`src/rtl/fetch_unit_pkg.sv`:
```
// ------------------------------------------------------------------
// fetch_unit_pkg : shared state encodings and constants for fetch
// Rev 1.0
// ------------------------------------------------------------------
`default_nettype none

package fetch_unit_pkg;

   localparam logic [31:0] DEFAULT_RESET_PC = 32'h0000_0000;
   localparam logic [31:0] NOP_INSTR        = 32'h0000_0013;
   localparam int          FIFO_WIDTH       = 64;

   typedef enum logic [0:0] {
      FETCH_IDLE = 1'b0,
      FETCH_RUN  = 1'b1
   } fetch_state_t;

endpackage

`default_nettype wire

```
`src/rtl/fetch_fifo.sv`:
```
// ------------------------------------------------------------------
// fetch_fifo : circular prefetch buffer of {pc, instr} entries
// Rev 1.0
// ------------------------------------------------------------------
`default_nettype none

module fetch_fifo #(
   parameter int DEPTH = 2,
   parameter int WIDTH = 64
) (
   input  logic                       clk,
   input  logic                       rst,
   input  logic                       push,
   input  logic                       pop,
   input  logic                       flush,
   input  logic [WIDTH-1:0]           din,
   output logic [WIDTH-1:0]           dout,
   output logic [$clog2(DEPTH+1)-1:0] count,
   output logic                       empty,
   output logic                       full
);

   localparam int PW = $clog2(DEPTH);
   localparam int CW = $clog2(DEPTH+1);

   logic [WIDTH-1:0] mem [DEPTH];
   logic [PW-1:0]    rd_ptr;
   logic [PW-1:0]    wr_ptr;
   logic             do_push;
   logic             do_pop;

   assign empty   = (count == '0);
   assign full    = (count == CW'(DEPTH));
   assign do_pop  = pop && !empty;
   // a simultaneous pop frees the slot a push at full needs
   assign do_push = push && (!full || do_pop);
   assign dout    = mem[rd_ptr];

   always_ff @(posedge clk or posedge rst) begin
      if (rst) begin
         rd_ptr <= '0;
         wr_ptr <= '0;
         count  <= '0;
         for (int i = 0; i < DEPTH; i++) mem[i] <= '0;
      end else if (flush) begin
         rd_ptr <= '0;
         wr_ptr <= '0;
         count  <= '0;
      end else begin
         if (do_push) begin
            mem[wr_ptr] <= din;
            wr_ptr      <= wr_ptr + PW'(1);
         end
         if (do_pop) rd_ptr <= rd_ptr + PW'(1);
         count <= count + CW'(do_push) - CW'(do_pop);
      end
   end

endmodule

`default_nettype wire

```
`src/rtl/fetch_unit.sv`:
```
// ------------------------------------------------------------------
// fetch_unit : PC generation, memory read issue, prefetch to decode
// Rev 1.0
// ------------------------------------------------------------------
`default_nettype none

module fetch_unit
   import fetch_unit_pkg::*;
#(
   parameter logic [31:0] RESET_PC = DEFAULT_RESET_PC,
   parameter logic [31:0] PC_STEP  = 32'd4,
   parameter int          DEPTH    = 2
) (
   input  logic        clk,
   input  logic        rst,
   input  logic        fetch_en,
   input  logic        redirect_valid,
   input  logic [31:0] redirect_pc,
   output logic [31:0] mem_pc,
   output logic        mem_rd,
   output logic        mem_wr,
   output logic [31:0] mem_wdata,
   input  logic [31:0] mem_rdata,
   output logic        instr_valid,
   output logic [31:0] instr_data,
   output logic [31:0] instr_pc,
   input  logic        instr_ready
);

   localparam int CW  = $clog2(DEPTH+1);
   localparam int CW1 = CW + 1;

   fetch_state_t state;
   fetch_state_t state_next;

   logic [31:0]         fetch_pc;
   logic [31:0]         inflight_pc;
   logic                inflight;
   logic [CW-1:0]       count;
   logic                empty;
   logic                full;
   logic [FIFO_WIDTH-1:0] head;
   logic                pop;
   logic                push;
   logic                issue;
   logic [CW1-1:0]      credit;

   assign pop    = instr_valid && instr_ready;
   // pop only happens with count >= 1, so this never underflows
   assign credit = {1'b0, count} + CW1'(inflight) - CW1'(pop);
   assign push   = inflight && !redirect_valid;

   always_comb begin
      state_next = state;
      issue      = 1'b0;
      case (state)
         FETCH_IDLE: if (fetch_en)  state_next = FETCH_RUN;
         FETCH_RUN:  if (!fetch_en) state_next = FETCH_IDLE;
         default:    state_next = FETCH_IDLE;
      endcase
      issue = (state == FETCH_RUN) && fetch_en && !redirect_valid
              && (credit < CW1'(DEPTH)) && (!full || pop);
   end

   always_ff @(posedge clk or posedge rst) begin
      if (rst) begin
         state       <= FETCH_IDLE;
         fetch_pc    <= RESET_PC;
         inflight    <= 1'b0;
         inflight_pc <= '0;
      end else begin
         state    <= state_next;
         inflight <= issue;
         if (issue) inflight_pc <= fetch_pc;
         if (redirect_valid) fetch_pc <= redirect_pc;
         else if (issue)     fetch_pc <= fetch_pc + PC_STEP;
      end
   end

   fetch_fifo #(
      .DEPTH (DEPTH),
      .WIDTH (FIFO_WIDTH)
   ) u_fifo (
      .clk   (clk),
      .rst   (rst),
      .push  (push),
      .pop   (pop),
      .flush (redirect_valid),
      .din   ({inflight_pc, mem_rdata}),
      .dout  (head),
      .count (count),
      .empty (empty),
      .full  (full)
   );

   assign mem_pc      = fetch_pc;
   assign mem_rd      = issue;
   assign mem_wr      = 1'b0;
   assign mem_wdata   = '0;
   assign instr_valid = !empty;
   assign instr_pc    = head[63:32];
   assign instr_data  = head[31:0];

endmodule

`default_nettype wire

```
`config.mk`:
```
export PLATFORM = sky130hd
export DESIGN_NAME = fetch_unit
export DESIGN_NICKNAME = d
export VERILOG_FILES = /design/src/rtl/fetch_unit_pkg.sv /design/src/rtl/fetch_fifo.sv /design/src/rtl/fetch_unit.sv
export SDC_FILE = /design/constraint.sdc
export NUM_CORES = 1
export LEC_CHECK = 0
export BUFFER_PORTS_ARGS = -buffer_cell sky130_fd_sc_hd__buf_2
export CAP_MARGIN = 25
export CORE_MARGIN = 2
export CORE_UTILIZATION = 56
export CTS_BUF_LIST = sky130_fd_sc_hd__clkbuf_2
export CTS_CLUSTER_DIAMETER = 200
export CTS_CLUSTER_SIZE = 25
export DETAILED_ROUTE_END_ITERATION = 6
export GPL_ROUTABILITY_DRIVEN = 1
export PLACE_DENSITY_LB_ADDON = 0.25
export SETUP_SLACK_MARGIN = 0.02
export SYNTH_ARGS = -nofsm -noshare
export SYNTH_HDL_FRONTEND = slang
export SYNTH_SLANG_ARGS = --single-unit
export TNS_END_PERCENT = 20
```
`constraint.sdc`:
```
create_clock -name clk -period 6.95 [get_ports clk]
set_clock_uncertainty 0.15 [all_clocks]
set_input_delay 0.3475 -clock clk [delete_from_list [all_inputs] [get_ports clk]]
set_output_delay 0.3475 -clock clk [all_outputs]
set_load 0.1 [all_outputs]
```
==> Word level (Yosys, flattened, before mapping) <==
Index checks and enable logic that the tools add are counted.
Widths: inputs -> output; s select.
{ "op_classes": {"addsub": 7, "order_cmp": 4, "eq_ne": 1, "mux": 14, "bitwise_logic": 3, "reduce_logical": 19} }
{ "ops": {"columns": ["cell", "n"], "rows": [
  ["$mux 64", 4],
  ["$bwmux 128", 1],
  ["$demux 64 s1", 1],
  ["$mux 32", 2],
  ["$add 32x3->32 const B", 1],
  ["$logic_and 1x1->1", 9],
  ["$reduce_bool 2->1", 3],
  ["$mux 1", 5],
  ["$ge 2x2->1 const B", 2],
  ["$not 1->2", 2],
  ["$add 2x1->3", 1],
  ["$logic_not 1->1", 3],
  ["$lt 3x2->1 const B", 1],
  ["$sub 3x1->3", 1],
  ["$add 1x1->1 const B", 2],
  ["$add 2x1->2", 1],
  ["$eq 2x2->1 const B", 1],
  ["$logic_not 2->1", 1],
  ["$logic_or 1x1->1", 2],
  ["$lt 2x1->1 const B", 1],
  ["$mux 2", 1],
  ["$reduce_and 2->1", 1],
  ["$sub 2x1->2", 1],
  ["$not 1->1", 1]
]} }
{ "totals": {"ff_bits": 198, "input_bits": 69, "output_inout_bits": 131, "word_cells": 57} }

==> Depth between registers and ports, before layout <==
Gate-level depths: netlist (run 1).
{ "depth": {"word_depth": 9, "ltp_mapped": 14, "ltp_nobuf": 13} }

==> Modules after synthesis <==
A second synthesis (run 1) with hierarchy kept.
{ "unflattened": {"cells_unflattened": 790, "hier_area_um2": 9708.1} }
{ "by_module_without_submodules": {"columns": ["module", "instances", "cells_each", "area_per_inst_um2", "seq_area_each_um2"], "rows": [
  ["fetch_fifo", 1, 366, 5983.2, 3303.2],
  ["fetch_unit", 1, 424, 3724.8, 1651.6]
]} }

==> Worst setup path before layout (run 1) <==
OpenSTA, ideal clock, no wires.
{ "synth_timing": {"path_kind": "reg2out", "start": "reg u_fifo.count[1]", "end": "out mem_rd", "t_arrival_ps": 4097, "t_required_ps": 6452, "path_slack_ps": 2355, "path_stages_with_launch": 13, "n_path_buf": 2, "path_cell_list": "dfrtp_1 inv_1 nand2_1 and2_1 ha_1 inv_1 nand2_1 fa_1 or2_2 a21o_1 inv_1 buf_2 buf_1"} }
{ "synth_via": {"elab_chain_len": 7, "elab_cells_between_ends": 11, "classes_between": "add/sub (2); order compare (1); eq/ne (1); reduce/logical (7)"} }
{ "synth_lines": {"columns": ["element", "line_no", "text"], "rows": [
  ["start: declaration", "fetch_fifo.sv:18", "output logic [$clog2(DEPTH+1)-1:0] count,"],
  ["start signal: assignment", "fetch_fifo.sv:55", "count <= count + CW'(do_push) - CW'(do_pop);"],
  ["$logic_not 2->1 *", "fetch_fifo.sv:32", "assign empty = (count == '0);"],
  ["$logic_not 1->1 *", "fetch_unit.sv:100", "assign instr_valid = !empty;"],
  ["net instr_valid", "fetch_unit.sv:24", "output logic instr_valid,"],
  ["$logic_and 1x1->1 *", "fetch_unit.sv:48", "assign pop = instr_valid && instr_ready;"],
  ["$sub 3x1->3", "fetch_unit.sv:50", "assign credit = {1'b0, count} + CW1'(inflight) - CW1'(pop);"],
  ["$lt 3x2->1", "fetch_unit.sv:62", "&& (credit < CW1'(DEPTH)) && (!full || pop);"],
  ["$logic_and 1x1->1", "fetch_unit.sv:62", null],
  ["$logic_and 1x1->1 *", "fetch_unit.sv:62", null],
  ["end: declaration", "fetch_unit.sv:20", "output logic mem_rd,"]
]} }
The timed path passes the listed nets; every way through them passes the cells marked *.

==> Worst setup path after layout (run 1) <==
{ "layout_timing": {"start": "reg u_fifo.count[1]", "end": "out mem_rd"} }
{ "layout_via": {"elab_chain_len": 7, "elab_cells_between_ends": 11, "classes_between": "add/sub (2); order compare (1); eq/ne (1); reduce/logical (7)"} }
{ "layout_lines": {"columns": ["element", "line_no"], "rows": [
  ["branches (longest 6 deep; another with $add 2x1->3)", null],
  ["$logic_and 1x1->1 *", "fetch_unit.sv:62"]
]} }
Mark *: on every way between the ends.

==> key figures, run 1 <==
Run status
  – Outcome: finished, final reports clean

Global route
  – Vias in the first global route: 6610
  – Largest net degree at the start of global routing: 123
  – Grt ovf: 0
  – GRT Overall Usage: 24.4%
  – Initial antenna violation count: 0
  – First-pass GRT wire length: 34100 µm

Detailed routing
  – Number of detailed-route iterations in the first pass: 6
  – Routed wire per std cell: 16.8 µm
  – Antenna-violating nets left: 0
  – Vias per cell: 5.39
  – DRC: 0
  – Vias: 6583
  – Final WL: 20600 µm
  – Drt initial violations: 390

Placement
  – Final HPWL DP: 12200 µm
  – Cell Area, Placed: 10000 µm²
  – Routability Congestion: 0.802
  – Port Buf Inserts: 166

STA
  – Max Fclk: 0.205 GHz
  – RSZ-0062 raised after global routing: no
  – Tmin final: 4.88 ns
  – Final period util: 70.2%
  – Setup TNS: 0 ns
  – Setup-failing EPs final: 0
  – Slew margin rel.: 35.8%
  – Worst Tran Pin Value: 0.963 ns
  – Final-report max-slew violation count: 0
  – Final Hold Fails: 0

Yosys
  – FFs w/ async S/R, synth: 100%
  – Post-synthesis sequential area ratio: 54.3%
  – Synth warn: 0
  – Post-synth EDFFs: 0
  – Synth area leader: dfrtp_1
  – Synth Register Bits: 198
  – Most frequent cell after synthesis: dfrtp_1
  – Post-synth top flop: dfrtp_1
  – Commonest cells post-synth: dfrtp_1, mux2_2, nand2_1, buf_4, clkbuf_1
  – Netlist Area Pre-Place: 9130 µm²
  – Synth unique cells: 53
  – Yosys top cell area share: 54.3%
  – Area contributors post-synth: dfrtp_1, mux2_2, nand2_1
  – Cells after Synth: 750
  – Mapped Avg Cell Area: 12.2 µm²

Critical path
  – Worst endpoint required time: 6.45 ns
  – CP Capture Type: output pin
  – Critical Path Fanout Max: 61
  – Cells on worst reg2reg path: 16
  – WP data arrival: 4.38 ns
  – Crit Path Class: flip-flop to output pin
  – Setup crit start kind: flip-flop

Final layout
  – Final core occ: 70.3%
  – Storage element area: 4960 µm²
  – Layout fillers: 1177
  – Share of cells above drive strength 1: 41.6%
  – Post-route cell area: 11200 µm²
  – Ant. Diodes: 0
  – Nets: 1066
  – Area of the multi-input gates: 3850 µm²
  – Area delta synth->final: 22.5%

Flow run
  – Max-cap violations: 0

Clocking
  – Post_cts resized: 0
  – CTS Buf Count: 17
  – CTS Sinks: 198
  – Clock Latency Late Sink: 0.78 ns
  – CTS tree: built
  – Hold Buf Count CTS: 90
  – Maximum root-to-sink buffer count: 2
  – # Post-CTS Setup Buffers: 0
  – Clock-pin slew on the worst setup and hold paths: 0.26 ns
  – H-tree levels: 4
  – Clk root buf: clkbuf_2

Die
  – I/O pin cnt: 200
  – CORE AREA: 15900 µm²
  – Initial Util: 57.4%
  – Die Ht: 132 µm
  – Die ar.: 17300 µm²
  – FP Rows: 46
  – DIE WIDTH: 132 µm

Hold path
  – Hold Path Class: input pin to async pin
==> cells in the final DEF, fill, tap and decap left out, drive strengths merged, types with 5 or more instances in the layout <==
| master | netlist | layout |
|---|---|---|
| o311ai | 10 | 10 |
| dfrtp | 198 | 198 |
| mux2 | 195 | 195 |
| o21ai | 17 | 17 |
| nand4 | 14 | 14 |
| nor2 | 12 | 12 |
| a21oi | 7 | 7 |
| nand3 | 18 | 18 |
| inv | 8 | 12 |
| conb | 1 | 33 |
| dlygate4sd3 | 0 | 90 |
| a22oi | 5 | 5 |
| buf | 53 | 173 |
| o211ai | 7 | 7 |
| xor2 | 5 | 5 |
| nand2 | 131 | 131 |
| clkbuf | 19 | 19 |
==> final cells by class <==
cell class	instances	area share (%)
clock buffers	19	0.851
multi-input cells	503	34.5
flip-flops and latches	198	44.4
well taps	216	2.42
clock inverters	13	1.55
repair buffers	263	16.0
inverters	9	0.369
==> per-layer routing <==
metal  GRT usage (%)  part of all wire (%)  up-vias
met3            5.94                   5.6       28
li1                -                     -     3052
met2            40.3                    49      220
met1            32.2                    43     3283
met5               0                     0        -
met4            6.82                   1.8        0
==> state kept, by name, summed over array words and instances, names as in the netlist <==
| name | count |
|---|---|
| inflight | 1 |
| state | 1 |
| inflight_pc | 32 |
| u_fifo.rd_ptr | 1 |
| u_fifo.count | 2 |
| u_fifo.wr_ptr | 1 |
| u_fifo.mem | 128 |
| mem_pc | 32 |
==> through the flow <==
| step | worst slack, ns | cells | hold slack (ns) |
|---|---|---|---|
| 6_report | 2.07 | 1221 | 0.139 |
| 5_1_grt | 1.80 | 1221 | 0.0746 |
| 4_1_cts | 2.01 | 1221 | 0.0642 |
| 3_5_place_dp | 2.96 | 1099 | 0.332 |
| 3_3_place_gp | 3.01 | 1099 | 0.330 |
| 2_1_floorplan | 1.06 | 782 | 0.229 |
==> critical path, stage by stage, from the launching register on <==
cell and delay [ns]:
dfrtp_1 0.50, inv_1 0.10, nand2_1 0.06, and2_1 0.19
ha_1 0.28, inv_1 0.08, nand2_1 0.07, fa_1 0.37
or2_2 0.28, a21o_2 0.21, buf_4 0.31, inv_2 0.12
buf_4 0.45, buf_2 0.53
==> kinds of logic (layout without fill, tap and decap cells) <==
logic type	Yosys count	in the layout	synth area share (%)
buf+inv	81	304	4.91
other cells	1	33	0.0411
xor+xnor	8	8	0.768
simple gates	200	200	10.4
flops	198	198	54.3
fa+ha+maj	5	5	0.768
mux	196	196	24.2
compound gates	61	61	4.61
==> worst paths after layout <==
check	start	end	slack, ns
worst min register to register	u_fifo.mem[57]	u_fifo.mem[57]	0.39
max in group asynchronous	rst	u_fifo.rd_ptr	5.01
worst max register to register	u_fifo.count[1]	mem_pc[8]	2.67
worst min-delay path	rst	u_fifo.mem[87]	0.14
worst max-delay path	u_fifo.count[1]	mem_rd	2.07
min in group clk	redirect_pc[14]	mem_pc[14]	0.16
Power of run 1 is left out: the tool's default activity adds up to more than one toggle a clock period on the data nets, which glitch-free logic cannot reach.
==> run 2, diff against run 1 <==
--- a/config.mk
+++ b/config.mk
@@ -5,10 +5,11 @@
 export SDC_FILE = /design/constraint.sdc
 export NUM_CORES = 1
 export LEC_CHECK = 0
+export ABC_AREA = 1
 export BUFFER_PORTS_ARGS = -buffer_cell sky130_fd_sc_hd__buf_2
 export CAP_MARGIN = 25
 export CORE_MARGIN = 2
-export CORE_UTILIZATION = 56
+export CORE_UTILIZATION = 52
 export CTS_BUF_LIST = sky130_fd_sc_hd__clkbuf_2
 export CTS_CLUSTER_DIAMETER = 200
 export CTS_CLUSTER_SIZE = 25
==> constraint.sdc (replaced) <==
create_clock -name clk -period 4.4 [get_ports clk]
set_clock_uncertainty 0.15 [all_clocks]
set_input_delay 0.22 -clock clk [delete_from_list [all_inputs] [get_ports clk]]
set_output_delay 0.22 -clock clk [all_outputs]
set_load 0.1 [all_outputs]
==> run 2 against run 1 <==
Against the previous run: design area increased by 7.5%; count of clock-buffer cells in the layout decreased by 2; critical endpoint unchanged; largest cell class unchanged; die area increased by 16%; critical path type unchanged.
==> key figures, run 2 <==
Run status
  – Outcome: finished, final reports clean

STA
  – Setup WS post-layout: 0.534 ns (-1.54 ns)
  – RSZ-0062 raised after global routing: no
  – Setup-failing EPs final: 0 (unchanged)
  – Slew margin rel.: 39.7% (+3.9 points)
  – Worst Hold Slack: 0.0754 ns (-0.0633 ns)
  – Tmin final: 3.87 ns
  – Worst Tran Pin Value: 0.903 ns (-0.0599 ns)
  – Final Hold Fails: 0 (unchanged)
  – Setup TNS: 0 ns (unchanged)
  – Final period util: 87.9%
  – Final-report max-slew violation count: 0 (unchanged)
  – Max Fclk: 0.259 GHz

Global route
  – Met2 Use GR: 38.7% (-1.6 points)
  – GRT met3 Usage: 4.99% (-0.95 points)
  – Largest net degree at the start of global routing: 104 (-15%)
  – Initial antenna violation count: 1 (+1)
  – Met1 Use GR: 34.1% (+1.9 points)
  – Grt ovf: 0 (unchanged)
  – Vias in the first global route: 8091 (+22%)
  – Gr busiest metal: met2
  – First-pass GRT wire length: 39300 µm (+15%)
  – GRT Overall Usage: 24.4% (about the same)

Critical path
  – Setup crit start kind: flip-flop
  – Most used cell, CP: nand2_1
  – WP data arrival: 3.50 ns (-0.88 ns)
  – Critical path, cell by cell: inv_2 -> nand2_1 -> nand2_1 -> inv_1 -> ha_1 -> inv_1 -> nand2_1 -> fa_1 -> nand2_1 -> nor2_1 -> nand3_2 -> inv_2 -> buf_12
  – FF-to-FF End: mem_pc[18]
  – Crit Path Class: flip-flop to output pin
  – Reg2Reg Setup Slack: 1.32 ns (-1.35 ns)
  – CP Capture Type: output pin
  – Slowest stage cell, crit path: dfrtp_1
  – CP delay by family, top: buffers and inverters
  – Worst endpoint required time: 4.03 ns (-2.42 ns)
  – CP max stage delay: 0.52 ns (about the same)
  – Bufs and invs on worst path: 5 (-1)
  – Critical Path Fanout Max: 27 (-56%)
  – Cells on worst reg2reg path: 16 (unchanged)
  – R2R Path Start: u_fifo.count[1]

Final layout
  – Max FFs per register: 128 (unchanged)
  – Fin cells: 1754 (+44%)
  – Final core occ: 64.4% (-5.9 points)
  – Commonest cells after routing, fill and taps aside: nand2_1, dfrtp_1, buf_2
  – Share of cells above drive strength 1: 18.4% (-23 points)
  – Nets: 1580 (+48%)
  – Largest Register: u_fifo.mem
  – Most common cell after layout, fill and taps aside: nand2_1
  – Layout fillers: 1655 (+41%)
  – Area delta synth->final: 22.0%
  – Post-route cell area: 12000 µm² (+7.5%)

Power
  – Logic pwr share: 59.1%
  – Sequential share of power: 31.6%
  – Switching power: 5.57 mW
  – Cell-internal power: 3.75 mW
  – Worst-case vdd ir drop: 0.000573 V
  – Clk pwr share: 9.2%
  – Tot Pwr: 9.32 mW
  – P_leak: 6.33 nW
  – Sw Ratio: 59.8%
  – Cell Pwr Density: 777 nW/µm²

Detailed routing
  – DRC: 0 (unchanged)
  – Number of detailed-route iterations in the first pass: 6 (unchanged)
  – Vias: 8527 (+30%)
  – Final WL: 23600 µm (+15%)
  – Antenna-violating nets left: 0 (unchanged)
  – Routed wire per std cell: 13.5 µm (-20%)
  – Drt initial violations: 584 (+50%)
  – Vias per cell: 4.86 (-9.8%)

Hold path
  – Hold path depth: 4
  – Worst Hold End: u_fifo.mem[95]
  – Hold Path Class: input pin to flip-flop
  – Hold Path Origin: mem_rdata[31]

Yosys
  – Post-synth top flop: dfrtp_1
  – Post-synthesis sequential area ratio: 50.3% (-4.0 points)
  – Most frequent cell after synthesis: nand2_1
  – Netlist Area Pre-Place: 9840 µm² (+7.9%)
  – Cells after Synth: 1250 (+67%)
  – Synth Register Bits: 198 (unchanged)
  – Yosys top cell area share: 50.3% (-4.0 points)
  – Mapped Avg Cell Area: 7.88 µm² (-35%)
  – Post-synth EDFFs: 0 (unchanged)
  – Area contributors post-synth: dfrtp_1, nand2_1, o21ai_0
  – Commonest cells post-synth: nand2_1, dfrtp_1, inv_1, o21ai_0, nand3_1
  – Synth unique cells: 28 (-47%)
  – Synth warn: 0 (unchanged)
  – Synth area leader: dfrtp_1
  – FFs w/ async S/R, synth: 100% (unchanged)

Flow run
  – Max-cap violations: 0 (unchanged)

Clocking
  – H-tree levels: 4 (unchanged)
  – CTS tree: built
  – Clock-pin slew on the worst setup and hold paths: 0.28 ns (+0.02 ns)
  – CTS Sinks: 198 (unchanged)
  – Maximum root-to-sink buffer count: 2 (unchanged)
  – Clock Latency Late Sink: 0.78 ns (about the same)
  – Clk root buf: clkbuf_2
  – Post_cts resized: 0 (unchanged)
  – Hold Buf Count CTS: 120 (+33%)
  – # Post-CTS Setup Buffers: 0 (unchanged)
  – CTS Buf Count: 17 (unchanged)

Die
  – CORE AREA: 18600 µm² (+17%)
  – I/O pin cnt: 200 (unchanged)
  – FP Rows: 50 (+8.7%)
  – DIE WIDTH: 142 µm (+7.6%)
  – Die ar.: 20000 µm² (+16%)
  – Die Ht: 142 µm (+7.6%)
  – Initial Util: 52.8% (-4.6 points)

Placement
  – Cell Area, Placed: 10600 µm² (+5.7%)
  – # placed instances: 1601 (+46%)
  – Port Buf Inserts: 166 (unchanged)
  – Place WS: 1.40 ns (-1.56 ns)
  – Routability Congestion: 0.895 (+12%)
  – Final HPWL DP: 14600 µm (+20%)
[run 2: cell count changes after synthesis, moves of 7 or more]
cell,before,now
buf_6,0,18
inv_1,8,123
mux2_2,195,0
nand2_1,130,515
nand3_1,17,73
nand4_1,13,0
nor2_1,12,38
o211ai_1,7,0
o21ai_0,17,100
o21ai_1,0,25
o21ai_2,0,50
o311ai_0,10,0
[run 2: cells by family (layout without fill, tap and decap cells)]
family / after synthesis / count (layout) / share of synthesized area, %
xor+xnor: 3 / 3 / 0.267
fa+ha+maj: 5 / 5 / 0.712
compound gates: 178 / 178 / 11.0
flops: 198 / 198 / 50.3
buf+inv: 220 / 456 / 11.4
simple gates: 645 / 645 / 26.3
other cells: 1 / 35 / 0.0381
[run 2: area by class of cell]
class	instances	area (µm²)	share of cell area (%)
inverters	128	484	4.03
multi-input cells	864	3890	32.4
diodes	2	5.00	0.0417
repair buffers	297	2150	17.9
clock buffers	17	85.1	0.709
well taps	234	293	2.44
flip-flops and latches	198	4960	41.3
clock inverters	14	136	1.14
[run 2: how the worst max path moves through the flow]
stage | start | end | slack [ns] | cells after the start
floorplan | u_fifo.count[1] | mem_pc[21] | 0.86 | 15
global placement | u_fifo.count[1] | mem_pc[20] | 1.48 | 15
detailed placement | u_fifo.count[1] | mem_pc[19] | 1.40 | 15
CTS | u_fifo.count[1] | mem_rd | 0.48 | 13
global route | u_fifo.count[1] | mem_rd | 0.23 | 13
finish | u_fifo.count[1] | mem_rd | 0.53 | 13
[run 2: worst reg2reg max path: cells and delay by family, from the launching register on]
kind                     cells  cell delay, ns
flip-flops                   1            0.52
AND/OR/NAND/NOR              9            0.81
adder cells (fa/ha/maj)      2            0.69
buffers and inverters        5            0.85
[run 2: power groups by stage]
stage          combinational [mW]  sequential (mW)  clock [mW]
6_report                     5.51             2.95       0.862
2_1_floorplan                4.18             3.39           0
3_3_place_gp                 5.38             2.96           0
4_1_cts                      5.53             2.94       0.885
5_1_grt                      5.87             3.05       0.962
3_5_place_dp                 5.44             2.98           0
[run 2: per-layer routing]
layer | vias up | part of all wire, %
met3 | 38 | 6.4
met5 | - | 0
li1 | 4307 | -
met4 | 0 | 2.2
met1 | 3892 | 45
met2 | 290 | 46
No activity file was read; power rests on OpenSTA's default activity.
